$ cat src/rtl/nes_cpu_bus_capture.sv
`default_nettype none
// ============================================================================
//  Module   : nes_cpu_bus_capture
//  Purpose  : Samples the asynchronous NES CPU bus in the SYSCLK domain and
//             turns completed CPU cycles into register-write FIFO entries and
//             read strobes. Optional statistics counters: CAPTURE_STATS_EN.
//  Revision : 1.0 - initial release
// ============================================================================
module nes_cpu_bus_capture #(
    parameter int          SYNC_STAGES = 2,
    parameter int          SAMPLE_DLY  = 3,
    parameter int          QDEPTH_LOG2 = 2,
    parameter logic [14:0] WIN_LO      = 15'h4020,
    parameter logic [14:0] WIN_HI      = 15'h405F
) (
    input  logic                   SYSCLK,
    input  logic                   RST,
    input  logic                   M2,
    input  logic                   nROMSEL,
    input  logic [14:0]            CPU_A,
    input  logic [7:0]             CPU_D,
    input  logic                   CPU_RW,
    output logic                   WR_VALID,
    input  logic                   WR_READY,
    output logic [6:0]             WR_OFS,
    output logic [7:0]             WR_DATA,
    output logic                   RD_STB,
    output logic                   RD_ROMHI,
    output logic [QDEPTH_LOG2:0]   Q_LEVEL,
    output logic [7:0]             DROP_CNT,
    output logic [7:0]             SHORT_CNT
);

    localparam int                 C_DEPTH      = 1 << QDEPTH_LOG2;
    localparam logic [3:0]         C_SAMPLE_DLY = SAMPLE_DLY[3:0];
    localparam logic [QDEPTH_LOG2:0] C_FULL     = C_DEPTH[QDEPTH_LOG2:0];

    typedef enum logic [1:0] {
        S_IDLE   = 2'd0,
        S_WAIT   = 2'd1,
        S_HELD   = 2'd2,
        S_COMMIT = 2'd3
    } state_t;

    logic [SYNC_STAGES-1:0] sync_q;
    logic                   w_m2s;
    state_t                 state_q, state_d;
    logic [3:0]             cnt_q, cnt_d;
    logic                   snap_nrom_q, snap_nrom_d;
    logic                   snap_rw_q, snap_rw_d;
    logic [14:0]            snap_a_q, snap_a_d;
    logic [7:0]             snap_dat_q, snap_dat_d;
    logic                   rd_stb_q, rd_stb_d;
    logic                   rd_romhi_q, rd_romhi_d;

    logic [QDEPTH_LOG2-1:0] wptr_q, wptr_d, rptr_q, rptr_d;
    logic [QDEPTH_LOG2:0]   level_q, level_d;
    logic [14:0]            mem_q [C_DEPTH];
    logic                   w_push, w_pop, w_full, w_empty, w_wr_en;

    assign w_m2s = sync_q[SYNC_STAGES-1];

    always_comb begin
        state_d     = state_q;
        cnt_d       = cnt_q;
        snap_nrom_d = snap_nrom_q;
        snap_rw_d   = snap_rw_q;
        snap_a_d    = snap_a_q;
        snap_dat_d  = snap_dat_q;
        rd_stb_d    = 1'b0;
        rd_romhi_d  = 1'b0;
        case (state_q)
            S_IDLE: begin
                if (w_m2s) begin
                    cnt_d   = 4'd1;
                    state_d = S_WAIT;
                end
            end
            S_WAIT: begin
                if (!w_m2s) begin
                    state_d = S_IDLE;
                end else if (cnt_q == C_SAMPLE_DLY) begin
                    snap_nrom_d = nROMSEL;
                    snap_rw_d   = CPU_RW;
                    snap_a_d    = CPU_A;
                    snap_dat_d  = CPU_D;
                    state_d     = S_HELD;
                end else begin
                    cnt_d = cnt_q + 4'd1;
                end
            end
            S_HELD: begin
                // Read strobe is registered so it is high for the whole COMMIT cycle.
                if (!w_m2s) begin
                    state_d    = S_COMMIT;
                    rd_stb_d   = snap_rw_q;
                    rd_romhi_d = snap_rw_q & ~snap_nrom_q & snap_a_q[14];
                end
            end
            default: state_d = S_IDLE;
        endcase
    end

    assign w_push  = (state_q == S_COMMIT) && !snap_rw_q && snap_nrom_q &&
                     (snap_a_q >= WIN_LO) && (snap_a_q <= WIN_HI);
    assign w_empty = (level_q == '0);
    assign w_full  = (level_q == C_FULL);
    assign w_pop   = WR_READY && !w_empty;
    assign w_wr_en = w_push && (!w_full || w_pop);

    always_comb begin
        wptr_d  = wptr_q;
        rptr_d  = rptr_q;
        level_d = level_q;
        if (w_wr_en) wptr_d = wptr_q + 1'b1;
        if (w_pop)   rptr_d = rptr_q + 1'b1;
        case ({w_wr_en, w_pop})
            2'b10:   level_d = level_q + 1'b1;
            2'b01:   level_d = level_q - 1'b1;
            default: level_d = level_q;
        endcase
    end

    always_ff @(posedge SYSCLK or posedge RST) begin
        if (RST) begin
            sync_q      <= '0;
            state_q     <= S_IDLE;
            cnt_q       <= '0;
            snap_nrom_q <= 1'b1;
            snap_rw_q   <= 1'b1;
            snap_a_q    <= '0;
            snap_dat_q  <= '0;
            rd_stb_q    <= 1'b0;
            rd_romhi_q  <= 1'b0;
            wptr_q      <= '0;
            rptr_q      <= '0;
            level_q     <= '0;
        end else begin
            sync_q      <= {sync_q[SYNC_STAGES-2:0], M2};
            state_q     <= state_d;
            cnt_q       <= cnt_d;
            snap_nrom_q <= snap_nrom_d;
            snap_rw_q   <= snap_rw_d;
            snap_a_q    <= snap_a_d;
            snap_dat_q  <= snap_dat_d;
            rd_stb_q    <= rd_stb_d;
            rd_romhi_q  <= rd_romhi_d;
            wptr_q      <= wptr_d;
            rptr_q      <= rptr_d;
            level_q     <= level_d;
        end
    end

    // Window is at most 128 bytes, so the low address bits give the offset.
    always_ff @(posedge SYSCLK) begin
        if (w_wr_en) mem_q[wptr_q] <= {snap_a_q[6:0] - WIN_LO[6:0], snap_dat_q};
    end

    assign WR_VALID = !w_empty;
    assign WR_OFS   = w_empty ? 7'd0 : mem_q[rptr_q][14:8];
    assign WR_DATA  = w_empty ? 8'd0 : mem_q[rptr_q][7:0];
    assign RD_STB   = rd_stb_q;
    assign RD_ROMHI = rd_romhi_q;
    assign Q_LEVEL  = level_q;

`ifdef CAPTURE_STATS_EN
    logic [7:0] drop_cnt_q, drop_cnt_d;
    logic [7:0] short_cnt_q, short_cnt_d;
    logic       w_drop, w_short;

    assign w_drop  = w_push && w_full && !w_pop;
    assign w_short = (state_q == S_WAIT) && !w_m2s;

    always_comb begin
        drop_cnt_d  = drop_cnt_q;
        short_cnt_d = short_cnt_q;
        if (w_drop && (drop_cnt_q != 8'hFF))   drop_cnt_d  = drop_cnt_q + 8'd1;
        if (w_short && (short_cnt_q != 8'hFF)) short_cnt_d = short_cnt_q + 8'd1;
    end

    always_ff @(posedge SYSCLK or posedge RST) begin
        if (RST) begin
            drop_cnt_q  <= '0;
            short_cnt_q <= '0;
        end else begin
            drop_cnt_q  <= drop_cnt_d;
            short_cnt_q <= short_cnt_d;
        end
    end

    assign DROP_CNT  = drop_cnt_q;
    assign SHORT_CNT = short_cnt_q;
`else
    assign DROP_CNT  = 8'h00;
    assign SHORT_CNT = 8'h00;
`endif

endmodule
`default_nettype wire

$ cat config.mk
export PLATFORM = sky130hd
export DESIGN_NAME = nes_cpu_bus_capture
export DESIGN_NICKNAME = d
export VERILOG_FILES = /design/src/rtl/nes_cpu_bus_capture.sv
export SDC_FILE = /design/constraint.sdc
export NUM_CORES = 1
export LEC_CHECK = 0
export ABC_AREA = 1
export CELL_PAD_IN_SITES_DETAIL_PLACEMENT = 1
export CELL_PAD_IN_SITES_GLOBAL_PLACEMENT = 1
export CORE_ASPECT_RATIO = 0.75
export CORE_MARGIN = 2
export CORE_UTILIZATION = 35
export CTS_BUF_LIST = sky130_fd_sc_hd__clkbuf_8
export CTS_CLUSTER_DIAMETER = 30
export DETAILED_ROUTE_END_ITERATION = 10
export GPL_ROUTABILITY_DRIVEN = 0
export MAX_ROUTING_LAYER = met4
export PLACE_DENSITY = 0.75
export SYNTH_ARGS = -nofsm -noshare
export SYNTH_HDL_FRONTEND = slang
export SYNTH_SLANG_ARGS = --single-unit
$ cat constraint.sdc
create_clock -name SYSCLK -period 4.91 [get_ports SYSCLK]
set_input_delay 0.982 -clock SYSCLK [delete_from_list [all_inputs] [get_ports SYSCLK]]
set_output_delay 0.982 -clock SYSCLK [all_outputs]
set_load 0.01 [all_outputs]
* After elaboration in Yosys (flattened, before gate mapping) *
Memory sizes are Yosys's and may differ from the RTL's.
Cells that the tools add are included.

word-level totals
  register bits after elaboration = 42
  bits in latches = 0
  memory bits (writable) = 60
  ROM bits = 0
  input bits = 29
  output and inout port bits = 37
  logic and storage cells = 71
  memories = 1

memory list
  name   depth  bits a word  read ports  clocked after memory_dff  wr ports  line  RTL
  mem_q  4      15           1           0                         1         58    logic [14:0] mem_q [C_DEPTH];

operators by class
  add/subtract/negate cells = 6
  multiply operators = 0
  div/mod/pow operators = 0
  order comparisons = 2
  equal/unequal tests = 12
  shift-type cells = 0
  mux-type cells = 18
  bitwise logic cells = 3
  reductions and logical operators = 17

operator list
  operator                                                               count
  15-bit greater-or-equal comparator, second input constant              1
  15-bit <= comparator, second input constant                            1
  4-bit 2-to-1 mux                                                       3
  2-bit 2-to-1 mux                                                       4
  8-bit 2-to-1 mux                                                       1
  2-bit != test, second input constant                                   4
  4-bit one-hot mux with 2 select lines                                  1
  7-bit 2-to-1 mux                                                       1
  7-bit by 6-bit subtractor with 7-bit output, second input constant     1
  2-bit equality test, second input constant                             3
  1-bit logical AND                                                      6
  1-bit 2-to-1 mux                                                       6
  2-bit one-hot mux with 3 select lines                                  1
  3-bit one-hot mux with 2 select lines                                  1
  3-bit AND reduction                                                    2
  2-bit by 1-bit adder with 2-bit output, second input constant          2
  4-bit by 1-bit adder with 4-bit output, second input constant          1
  2-bit by 1-bit equality test with 1-bit output, second input constant  2
  4-bit by 2-bit equality test with 1-bit output, second input constant  1
  4-bit AND reduction                                                    1
  2-bit nonzero test                                                     2
  3-bit by 1-bit adder with 3-bit output, second input constant          1
  3-bit equality test, second input constant                             1
  1-bit zero test                                                        3
  other kinds (7)                                                        8

* Longest topological paths before layout *
Gate-level depths: netlist (run 1).

  word-level depth = 8
  depth in mapped cells = 18
  depth with buffers taken out = 18

* Worst setup path after synthesis (run 1) *
OpenSTA, ideal clock, no wires.

  path kind = flip-flop to output port
  from = register level_q[0], in the netlist Q_LEVEL[0]
  to = output port WR_DATA[0]
  arrival = 1.279 ns
  required time = 3.928 ns
  path slack = 2.649 ns
  cell stages (with the launch flop) = 6
  buffers on the path = 1
  path through = dfrtp_1 nor2_1 nand2_1 inv_1 buf_1 a21oi_1

between the ends
  cells in the longest elaborated chain, start to end = 2

ends and longest elaborated chain
  item                    line  RTL
  from (decl)             57    logic [QDEPTH_LOG2:0] level_q, level_d;
  from (signal assigned)  150   level_q <= level_d;
  3-bit zero test         106   assign w_empty = (level_q == '0);
  8-bit 2-to-1 mux        161   assign WR_DATA = w_empty ? 8'd0 : mem_q[rptr_q][7:0];
  to (decl)               26    output logic [7:0] WR_DATA,

No other way between the ends.

* Worst setup path after layout (run 1) *
  from = register rptr_q[1]
  to = output port WR_OFS[1]

between the ends
  cells in the longest elaborated chain, start to end = 2

ends and longest elaborated chain
  item                    line  RTL
  from (decl)             56    logic [QDEPTH_LOG2-1:0] wptr_q, wptr_d, rptr_q, rptr_d;
  from (signal assigned)  149   rptr_q <= rptr_d;
  memory read 4 x 15 bit  --
  7-bit 2-to-1 mux        160   assign WR_OFS = w_empty ? 7'd0 : mem_q[rptr_q][14:8];
  to (decl)               25    output logic [6:0] WR_OFS,

No other way between the ends.

==> summary.txt, run 1 <==
Floorplanning
  – Core Area: 12440 um^2
  – Starting Density: 0.3643
  – Die Width: 135.4 um
  – Row count: 35
  – Ports: 66
  – Die Y: 102.5 um
  – Die area: 13880 um^2

Pwr
  – Clock Power Share: 0.216
  – Sequential power share: 0.439
  – Power density over the cells: 577.6 nW/um^2
  – Logic gate share of total power: 0.344
  – Maximum vdd drop: 0.0001861 V
  – Leak Pwr: 2.146 nW
  – Net Sw Frac: 0.3500
  – Switch Pwr: 1.093 mW
  – P_int: 2.030 mW

Layout
  – Design area: 5408 um^2
  – Area grow syn2layout: 19.36%
  – FILL cells: 1414
  – N_diodes: 0
  – Non-Filler Instances: 638
  – Layout cells sized above 1: 0.1229
  – Nets: 505

Detailed routing
  – Routed Antenna Nets: 0
  – Drt initial violations: 174
  – Total wire length: 9789 um
  – # DRC: 0
  – Via count: 2999
  – Drt pass-1 iters: 4
  – Routed len/inst: 15.34 um
  – Vias per cell: 4.701

Timing
  – Post-route clock skew: 0.01459 ns
  – Setup TNS: 0 ns
  – F_max: 0.2775 GHz
  – Max-slew headroom: 0.3271
  – Period minus WS final: 3.604 ns
  – Hold Vio Cnt, Final: 0
  – Fin crit share: 0.7340
  – RSZ-0062 raised after global routing: false
  – Slew Limit Fails: 0
  – Tightest Pin Transition: 1.008 ns
  – Worst Setup Slack, final: 1.306 ns
  – Final setup vio count: 0

Global route
  – Largest net degree at the start of global routing: 43
  – Vias in the first global route: 3130
  – GRT Resource Usage Total: 0.1582
  – Total grt overflow: 0
  – First-pass GRT wire length: 16080 um
  – Initial antenna violation count: 0

Setup path
  – Slowest cell delay on critical path: 0.73 ns
  – Required time of the critical path: 3.93 ns
  – Slowest-stage cell, CP: dfrtp_1
  – Crit start category: register
  – Crit path DAT: 2.62 ns
  – CP Max Fanout: 17
  – Buf/Inv on CP: 2
  – Crit path kind: register to primary output
  – Crit path max-delay family: buffers and inverters
  – CP Capture Type: primary output
  – CP Cell Sequence: inv_1, nor2_1, o21ai_0, a21oi_1, clkdlybuf4s50_1

Place
  – Cell count after placement: 622
  – Hpwl dp: 6776 um
  – PortBufs: 49
  – Post-DP Area: 5146 um^2
  – Setup WS pre-CTS: 1.755 ns

Clock tree
  – Hold-fix buffers, CTS: 0
  – CTS H-tree depth: 3
  – Maximum clock insertion buffer count: 2
  – Sink Count: 102
  – TritonCTS clock tree: done
  – Setup Fix Bufs, Post-CTS: 0
  – Clock Root Buffer: clkbuf_8
  – Clk Latency, worst-skew pair: 0.38 ns
  – CTS-repair resized insts: 0
  – Num CTS Buffers: 9
  – CTS clock-pin slew for the worst setup and hold paths: 0.09 ns

Yosys
  – Synth Cell Area: 4531 um^2
  – Register bit count reported by yosys: 102
  – Post-synthesis async set-or-reset flop share: 0.4118
  – Synth unique cells: 33
  – Post-synthesis instance total: 417
  – EDFF count, synth: 60
  – Sequential area share after synthesis: 0.6302
  – Syn avg cell area: 10.86 um^2
  – Predominant post-synthesis flop cell: edfxtp_1
  – Ys Warns: 0

Status
  – Status: finished clean

Flow run
  – Max Cap Violations: 0

Hold path
  – Tightest Hold Check Type: register to register
## cell type report
| cell class | count | area [um^2] | area share |
|---|---|---|---|
| multi-input cells | 265 | 1428 | 0.2640 |
| inverters | 36 | 135.1 | 0.02499 |
| well taps | 166 | 207.7 | 0.03841 |
| repair buffers | 53 | 520.5 | 0.09625 |
| clock buffers | 9 | 123.9 | 0.02291 |
| flip-flops and latches | 102 | 2855 | 0.5280 |
| clock inverters | 7 | 137.6 | 0.02545 |
## power by group through the flow
stage | clock (mW) | sequential (mW) | combinational, mW
after floorplan | 0 | 1.30 | 0.705
after global placement | 0 | 1.37 | 1.04
after detailed placement | 0 | 1.39 | 1.09
after CTS | 0.688 | 1.37 | 1.09
after global routing | 0.722 | 1.41 | 1.21
final | 0.676 | 1.37 | 1.08
## sequential cells by signal, indices dropped and copies added, names as in the netlist, 2 cells and up
signal / flops
mem_q: 60
snap_a_q: 15
snap_dat_q: 8
cnt_q: 4
Q_LEVEL: 3
rptr_q: 2
state_q: 2
sync_q: 2
wptr_q: 2
## layer usage
layer  vias to the layer above  global-route usage  share of wire
li1                       1442                   -              -
met2                        52              0.2573           0.49
met5                         -                   -              0
met3                        12             0.04130          0.046
met4                         0             0.04808          0.012
met1                      1493              0.1966           0.45
## layout by cell type (no fill, tap or decap), types with 6 or more instances in the layout
| cell | Yosys | routed |
|---|---|---|
| edfxtp_1 | 60 | 60 |
| nand3_1 | 13 | 13 |
| o21ai_0 | 29 | 29 |
| dfrtp_1 | 40 | 40 |
| clkbuf_8 | 0 | 9 |
| mux2_2 | 16 | 16 |
| conb_1 | 1 | 16 |
| a21oi_1 | 26 | 26 |
| inv_1 | 34 | 34 |
| clkdlybuf4s50_1 | 0 | 49 |
| nor2_1 | 96 | 94 |
| ha_1 | 8 | 8 |
| o21ai_1 | 6 | 6 |
| nand2_1 | 30 | 30 |
## Yosys cell counts (2+ instances only)
master,number,area [um^2]
buf_4,16,120.1
dfrtp_1,40,1001
inv_1,34,127.6
nor3_1,2,10.01
o21ai_1,6,30.03
nand2_2,4,25.02
a21oi_1,26,130.1
buf_2,4,20.02
nand3_1,13,65.06
o21ai_0,29,145.1
inv_2,2,7.510
nor2_2,2,12.51
xor2_2,2,32.53
nor3b_1,2,15.01
clkbuf_1,8,30.03
nor2_4,4,45.04
nor2_1,96,360.4
nand2_1,30,112.6
edfxtp_1,60,1802
mux2_2,16,180.2
ha_1,8,100.1
dfstp_2,2,52.55
## final timing paths
path,start,endpoint,slack [ns],cells after the start
max,rptr_q[1],WR_OFS[1],1.31,5
min,sync_q[0],sync_q[1],0.36,0
max reg2reg,snap_a_q[1],mem_q[3][13],2.35,8
min reg2reg,sync_q[0],sync_q[1],0.36,0
max in group asynchronous,RST,snap_dat_q[7],3.45,3
min in group asynchronous,RST,sync_q[1],1.06,3
## cells by family (layout without fill, tap and decap cells)
logic type | count (synthesis) | after routing | synth area share
and+or+nand+nor | 157 | 157 | 0.1505
DFF | 102 | 102 | 0.6302
buffers and inverters | 65 | 105 | 0.06821
AOI/OAI and AO/OA | 64 | 64 | 0.07484
muxes | 16 | 16 | 0.03977
adders and majority gates | 9 | 9 | 0.02651
xor gates and xnor gates | 3 | 3 | 0.009114
other | 1 | 16 | 0.0008277
## per-stage QoR
step	util	power, mW	hold WS (ns)
detailed placement	0.4138	2.479	0.3378
floorplan	-	2.002	0.3312
finish	0.4348	3.124	0.3552
global route	0.4348	3.344	0.3670
global placement	0.4138	2.417	0.3346
CTS	0.4348	3.157	0.3590
(Power assumes the default switching activity.)
==> inputs of run 2 (changes only) <==
--- a/config.mk
+++ b/config.mk
@@ -16,7 +16,7 @@
 export DETAILED_ROUTE_END_ITERATION = 10
 export GPL_ROUTABILITY_DRIVEN = 0
 export MAX_ROUTING_LAYER = met4
-export PLACE_DENSITY = 0.75
+export PLACE_DENSITY = 0.78
 export SYNTH_ARGS = -nofsm -noshare
 export SYNTH_HDL_FRONTEND = slang
 export SYNTH_SLANG_ARGS = --single-unit
==> constraint.sdc (replaced) <==
create_clock -name SYSCLK -period 3.1 [get_ports SYSCLK]
set_input_delay 0.62 -clock SYSCLK [delete_from_list [all_inputs] [get_ports SYSCLK]]
set_output_delay 0.62 -clock SYSCLK [all_outputs]
set_load 0.01 [all_outputs]
==> run 2 against run 1 <==
Effect of this change: critical path depth stayed put; clock power is 17% higher; utilization is 0.25 points lower; non-clock buffer count is 7 higher; setup slack worse by 1.1 ns; design area is 0.58% lower; routed wire length is 4.7% higher; via count is 1.8% higher; clock skew is 0.0046 ns lower; clock-buffer cell count is 1 higher.
==> summary.txt, run 2 (synthesis results as in run 1) <==
Timing
  – Hold WS: 0.3766 ns (+0.02140 ns)
  – Worst Setup Slack, final: 0.2521 ns (-1.054 ns)
  – Tightest Pin Transition: 0.5966 ns (-0.4116 ns)
  – F_max: 0.3511 GHz
  – Period minus WS final: 2.848 ns
  – Final setup vio count: 0 (unchanged)
  – RSZ-0062 raised after global routing: false
  – Fin crit share: 0.9187
  – Hold Vio Cnt, Final: 0 (unchanged)
  – Max-slew headroom: 0.6018 (+0.2747)
  – Setup TNS: 0 ns (unchanged)
  – Slew Limit Fails: 0 (unchanged)
  – Post-route clock skew: 0.009951 ns (-0.004639 ns)

Clock tree
  – CTS clock-pin slew for the worst setup and hold paths: 0.09 ns (about the same)
  – TritonCTS clock tree: done
  – Setup Fix Bufs, Post-CTS: 0 (unchanged)
  – Maximum clock insertion buffer count: 2 (unchanged)
  – Clock Root Buffer: clkbuf_8
  – CTS-repair resized insts: 0 (unchanged)
  – Hold-fix buffers, CTS: 0 (unchanged)
  – Num CTS Buffers: 9 (unchanged)
  – Clk Latency, worst-skew pair: 0.37 ns (about the same)
  – CTS H-tree depth: 3 (unchanged)
  – Sink Count: 102 (unchanged)

Layout
  – Max reg flops: 60 (unchanged)
  – FF/Latch Area: 2855 um^2 (unchanged)
  – Top Registers: mem_q (60), snap_a_q (15), snap_dat_q (8)
  – Area occupied by multi-input gates: 1423 um^2 (-0.35%)
  – Most frequent cells in the layout: 96 x nor2_1, 60 x edfxtp_1, 49 x clkdlybuf4s50_1
  – FILL cells: 1396 (-1.3%)
  – Commonest non-fill, non-tap cell in the layout: nor2_1
  – Area grow syn2layout: 18.67%
  – Non-Filler Instances: 645 (+1.1%)
  – Layout cells sized above 1: 0.1336 (+0.01073)
  – Fin util: 0.4323 (-0.002515)
  – Largest Register: mem_q
  – N_diodes: 0 (unchanged)
  – Design area: 5376 um^2 (-0.58%)
  – Nets: 512 (+1.4%)

Detailed routing
  – Via count: 3053 (+1.8%)
  – Routed Antenna Nets: 0 (unchanged)
  – # DRC: 0 (unchanged)
  – Total wire length: 10250 um (+4.7%)
  – Vias per cell: 4.733 (+0.70%)
  – Routed len/inst: 15.89 um (+3.6%)
  – Drt initial violations: 112 (-36%)
  – Drt pass-1 iters: 4 (unchanged)

Setup path
  – Required time of the critical path: 2.48 ns (-1.45 ns)
  – CP Max Fanout: 15 (-2)
  – Crit path kind: register to primary output
  – CP Cell Sequence: nor2_1, nand2_1, inv_1, a21oi_1, clkdlybuf4s50_1
  – Crit path DAT: 2.23 ns (-0.39 ns)
  – Crit start category: register
  – Slowest cell delay on critical path: 0.52 ns (-0.21 ns)
  – CP Capture Type: primary output
  – Slowest-stage cell, CP: clkdlybuf4s50_1

Global route
  – Largest net degree at the start of global routing: 32 (-26%)
  – M1 GR Usage: 0.2030 (+0.006413)
  – Initial antenna violation count: 0 (unchanged)
  – Vias in the first global route: 3182 (+1.7%)
  – Gr busiest metal: met2
  – Grt met2 use: 0.2753 (+0.01796)
  – Met3 GRT Util: 0.04228 (+0.0009833)
  – Total grt overflow: 0 (unchanged)
  – First-pass GRT wire length: 16530 um (+2.8%)
  – GRT Resource Usage Total: 0.1638 (+0.005599)

Place
  – Hpwl dp: 7109 um (+4.9%)
  – PortBufs: 49 (unchanged)
  – Cell count after placement: 629 (+1.1%)
  – Setup WS pre-CTS: 0.5801 ns (-1.175 ns)
  – Post-DP Area: 5194 um^2 (+0.92%)

Status
  – Status: finished clean

Floorplanning
  – Row count: 35 (unchanged)
  – Starting Density: 0.3643 (unchanged)
  – Ports: 66 (unchanged)
  – Die area: 13880 um^2 (unchanged)
  – Core Area: 12440 um^2 (unchanged)
  – Die Width: 135.4 um (unchanged)
  – Die Y: 102.5 um (unchanged)

Pwr
  – Tot Pwr: 4.699 mW (+50%)
  – Power density over the cells: 874.0 nW/um^2 (+51%)
  – Leak Pwr: 2.136 nW (-0.46%)
  – Maximum vdd drop: 0.0003762 V (+100%)

Hold path
  – Tightest Hold Check Type: register to register

Flow run
  – Max Cap Violations: 0 (unchanged)
==> run 2: cell count changes in the layout (fill, tap and decap cells not counted), sizes merged <==
cell,change
buf,+7
bufinv,-4
clkbuf,+1
clkinvlp,+2
inv,+1
==> run 2: cell type report <==
cell class | count | area share
flip-flops and latches | 102 | 0.5311
multi-input cells | 265 | 0.2646
repair buffers | 60 | 0.1066
well taps | 166 | 0.03863
clock buffers | 10 | 0.02560
inverters | 36 | 0.02513
clock inverters | 6 | 0.008378
==> run 2: worst max-delay path, delay by kind of cell (launching register included) <==
family                 cells  cell delay (ns)
AOI/OAI and AO/OA          1             0.16
DFF                        1             0.46
and+or+nand+nor            2             0.28
buffers and inverters      2             0.96
==> run 2: layer usage <==
layer	up-vias	share of wire
met1	1529	0.47
met4	0	0.0060
met2	62	0.49
met5	-	0
met3	4	0.040
li1	1458	-
==> run 2: final timing paths <==
path	start	to	slack, ns	cells after the start
max in group asynchronous	RST	snap_dat_q[5]	1.96	3
min in group asynchronous	RST	snap_a_q[12]	0.53	2
setup reg to reg	snap_a_q[5]	Q_LEVEL[2]	0.67	18
hold / removal	sync_q[0]	sync_q[1]	0.38	0
setup / recovery	Q_LEVEL[0]	WR_OFS[6]	0.25	5
hold reg to reg	sync_q[0]	sync_q[1]	0.38	0
==> run 2: power by group <==
group,total (mW),internal [mW],switching (mW),leakage (nW)
Sequential,2.12,1.82,0.298,1.03
Clock,0.789,0.320,0.470,0.0906
Combinational,1.79,0.806,0.989,1.02
==> RTL edit 1: new RTL, settings of run 2 <==
Set the parameter `QDEPTH_LOG2` to 1 (it was 2).
--- a/src/rtl/nes_cpu_bus_capture.sv
+++ b/src/rtl/nes_cpu_bus_capture.sv
@@ -9,7 +9,7 @@
 module nes_cpu_bus_capture #(
     parameter int          SYNC_STAGES = 2,
     parameter int          SAMPLE_DLY  = 3,
-    parameter int          QDEPTH_LOG2 = 2,
+    parameter int          QDEPTH_LOG2 = 1,
     parameter logic [14:0] WIN_LO      = 15'h4020,
     parameter logic [14:0] WIN_HI      = 15'h405F
 ) (
Ports: changed (resized Q_LEVEL); port bits go from 66 to 65. The function was not compared with the original's and may differ.
==> RTL edit 1 against run 2 <==
Wire length is 34% lower. Worst setup slack better by 160 ps. Clock skew hardly changed. Total power is 34% lower. Critical endpoint is now WR_DATA[0]. Maximum frequency is 6.0% higher. Sequential cell count is 33 lower. Final area is 28% lower. Synthesized area is 31% lower. Sequential power is 31% lower.
==> RTL edit 1: results <==
logic_synthesis:
  synthTopCellsByArea: "dfrtp_1 30%, edfxtp_1 29%, nand2_1 7.1%"
  synthCells: 298
  synth_cell_types: 30
  synth_fa_ha_area_share_pct: 1.60
  synth_common_cells: "59 x nand2_1, 37 x dfrtp_1, 33 x inv_1"
  synth-main-ff-cell: "dfrtp_1"
  synthArstFlopShare_pct: 56.5
  yosysSeqAreaShare_pct: 59.9
  synth_compound_area_share_pct: 5.27
  synth-edff-count: 30
  synthMuxAreaShare_pct: 6.34
  synth_xor_area_share_pct: 0.838
routing:
  m1WireLength_um: 3200
  vias: 2147
  drt_iter0_drc: 68
  wire_per_inst_um: 14.4
  wl_met3_um: 276
  wl_met2_um: 3150
final_layout:
  top_regs: "mem_q: 30 flops, snap_a_q: 15 flops, snap_dat_q: 8 flops"
  nets: 387
  final_layout_size_suffix_gt1_share_pct: 14.2
outcome:
  status: "complete, no violations"
setup_path:
  cp_slowest_cell: "nor2_2"
  worstPathMaxFanout: 17
  critical_path.max_stage_delay_ps: 610
  worst-endpoint-arrival_ps: 2070
global_routing:
  use_met3_pct: 4.59
  grt.total_usage_pct: 15.3
  use_met1_pct: 18.8
  grt_pass1_wl_um: 11000
  grt_max_degree: 40
  grt_pass1_vias: 2251
  gr-usage-met2_pct: 24.6
pwr:
  pwr_density_cell_mw_per_mm2: 808
  p_switching_mw: 1.10
  vdd_drop_max_uv: 281
  power_frac_seq_pct: 47.4
  pg_clk_mw: 0.617
  cellLeakagePower_nw: 1.70
cts:
  clock_latency_ps: 340
  cts_resized: 0
  clock_path_buffers: 2
timing:
  worst_pin_slew_ps: 722
  clock-skew-final_ps: 9.82
place:
  postPlaceCellArea_mm2: 0.00368
  place_ws_ps: 706
  hpwl_um: 4860
  dp_cells: 451
  portBuffers: 48
-- RTL edit 1: cell types whose count changed after synthesis, sizes merged, moves of 2 or more --
cell    before  now
edfxtp      60   30
inv         36   34
a21oi       27   25
nand3       14   10
nand2       34   62
nor2       102   38
ha           8    4
clkbuf       8    3
o21ai       37    6
dfrtp       40   37
-- RTL edit 1: final cells by class --
type	instances	area, µm²
clock buffer	9	124
clock inverter	7	42.5
fill	978	4720
inverter	34	128
multi-input combinational	187	1020
sequential	69	1880
tap	108	135
timing repair buffer	53	518
-- RTL edit 1: kinds of logic (layout without fill, tap and decap cells) --
family                   Yosys count  after routing
AO/OA/AOI/OAI                     32             32
XOR/XNOR                           3              3
adder cells (fa/ha/maj)            4              4
buffers and inverters             57            103
flip-flops                        69             69
multiplexers                      15             15
other                              1             16
AND/OR/NAND/NOR                  117            117
-- RTL edit 1: path summary, 6_finish.rpt --
| path | endpoint | from | slack (ps) | cells past startpoint |
|---|---|---|---|---|
| worst max-delay path | WR_DATA[0] | Q_LEVEL[0]$_DFFE_PP0P_ | 410 | 3 |
| worst min-delay path | sync_q[1]$_DFF_PP0_ | sync_q[0]$_DFF_PP0_ | 370 | 0 |
| worst max register to register | mem_q[1][3]$_DFFE_PP_ | snap_a_q[5]$_DFFE_PP0P_ | 930 | 12 |
| worst min register to register | sync_q[1]$_DFF_PP0_ | sync_q[0]$_DFF_PP0_ | 370 | 0 |
| max in group asynchronous | snap_nrom_q$_DFFE_PP1P_ | RST | 2020 | 3 |
| min in group asynchronous | snap_dat_q[1]$_DFFE_PP0P_ | RST | 710 | 3 |
-- RTL edit 1: critical path, delay by kind of cell, from the launching register on --
family	cells	cell delay [ps]
buffers and inverters	1	520
and+or+nand+nor	1	610
DFF	1	470
AOI/OAI and AO/OA	1	120
==> RTL edit 2: new RTL, settings of run 2 <==
Without the edit above. The 4 states of `state_t` get a one-hot encoding in 4 bits.
--- a/src/rtl/nes_cpu_bus_capture.sv
+++ b/src/rtl/nes_cpu_bus_capture.sv
@@ -35,11 +35,11 @@
     localparam logic [3:0]         C_SAMPLE_DLY = SAMPLE_DLY[3:0];
     localparam logic [QDEPTH_LOG2:0] C_FULL     = C_DEPTH[QDEPTH_LOG2:0];
 
-    typedef enum logic [1:0] {
-        S_IDLE   = 2'd0,
-        S_WAIT   = 2'd1,
-        S_HELD   = 2'd2,
-        S_COMMIT = 2'd3
+    typedef enum logic [3:0] {
+        S_IDLE   = 4'b0001,
+        S_WAIT   = 4'b0010,
+        S_HELD   = 4'b0100,
+        S_COMMIT = 4'b1000
     } state_t;
 
     logic [SYNC_STAGES-1:0] sync_q;
Behaviour: same outputs for any inputs over 10 cycles, from zero or initial values and one cycle with RST high; not proved beyond that.
==> RTL edit 2 against run 2 <==
Final area down 0.28%. Critical path depth fell by 1. Total power fell by 16%. Hold slack lost 16 ps. Wire length barely moved. Worst setup slack improved by 16 ps. Maximum frequency is 0.56% higher. Die area increased by 0.48%. Synthesized area grew 0.50%. Synthesized cell count grew 8.6%. Sequential cell count is 2 higher. Combinational power is 20% lower. Largest cell class unchanged. Highest routed layer unchanged.
==> RTL edit 2: results <==
global_routing:
  grt_pass1_wl_um: 16600
  gr-usage-met2_pct: 27.8
  use_met3_pct: 3.69
  grt.total_usage_pct: 16.2
  grt_pass1_vias: 3291
  use_met1_pct: 19.4
final_layout:
  layout.nonclk_buf_share_pct: 10.5
  signal_buffers: 59
  inv_count: 44
  seq_area_mm2: 0.00291
  clock_buffer_count: 9
  nets: 546
  multi_input_cells: 289
  num-fill-cells: 1458
timing:
  fin_hold_ws_ps: 361
  clock-skew-final_ps: 14.8
  max_clock_freq_ghz: 0.353
  slew_headroom_pct: 54.4
setup_path:
  worst-endpoint-arrival_ps: 2210
  rrSetupSlack_ps: 510
  worstPathMaxFanout: 31
  critical_path.max_stage_delay_ps: 580
logic_synthesis:
  synthArstFlopShare_pct: 42.3
  yosysSeqAreaShare_pct: 63.8
  synth_compound_area_share_pct: 7.36
  synth_xor_area_share_pct: 0.577
  synthMuxAreaShare_pct: 0
  synth_fa_ha_area_share_pct: 2.91
  synth_cell_types: 29
  synthTopCellsByArea: "edfxtp_1 40%, dfrtp_1 23%, nand2_1 7.2%"
  synth_common_cells: "87 x nand2_1, 87 x nor2_1, 60 x edfxtp_1"
  synth_area_per_cell_um2: 10.1
place:
  dp_cells: 667
  place_ws_ps: 264
pwr:
  p_switching_mw: 1.40
  pwr_density_cell_mw_per_mm2: 738
  combPwrFrac_pct: 36.4
  power_switching_share_pct: 35.4
  vdd_drop_max_uv: 334
outcome:
  status: "complete, no violations"
routing:
  drt_wl_total_um: 10200
  vias_per_cell: 4.58
  m1WireLength_um: 4600
  drt_iter0_drc: 153
  wl_met3_um: 491
  wl_met2_um: 4960
cts:
  clock_latency_ps: 370
  clock_sinks: 104
die:
  dieWidth_um: 136
-- RTL edit 2: cell types whose count changed in the layout (fill, tap and decap cells not counted), sizes merged, moves of 2 or more --
| cell | delta |
|---|---|
| nand3 | -4 |
| o21ai | +14 |
| a21oi | -11 |
| inv | +9 |
| nand2 | +54 |
| nor3b | -2 |
| mux2 | -16 |
| nor2 | -14 |
| nor3 | +2 |
-- RTL edit 2: path summary, 6_finish.rpt --
kind,startpoint,to,cells past startpoint
min in group asynchronous,RST,Q_LEVEL[0]$_DFFE_PP0P_,2
max in group asynchronous,RST,snap_rw_q$_DFFE_PP1P_,3
max,rptr_q[0]$_DFFE_PP0P_,WR_OFS[4],4
max reg2reg,snap_a_q[5]$_DFFE_PP0P_,Q_LEVEL[2]$_DFFE_PP0P_,16
min,sync_q[0]$_DFF_PP0_,sync_q[1]$_DFF_PP0_,0
min reg2reg,sync_q[0]$_DFF_PP0_,sync_q[1]$_DFF_PP0_,0
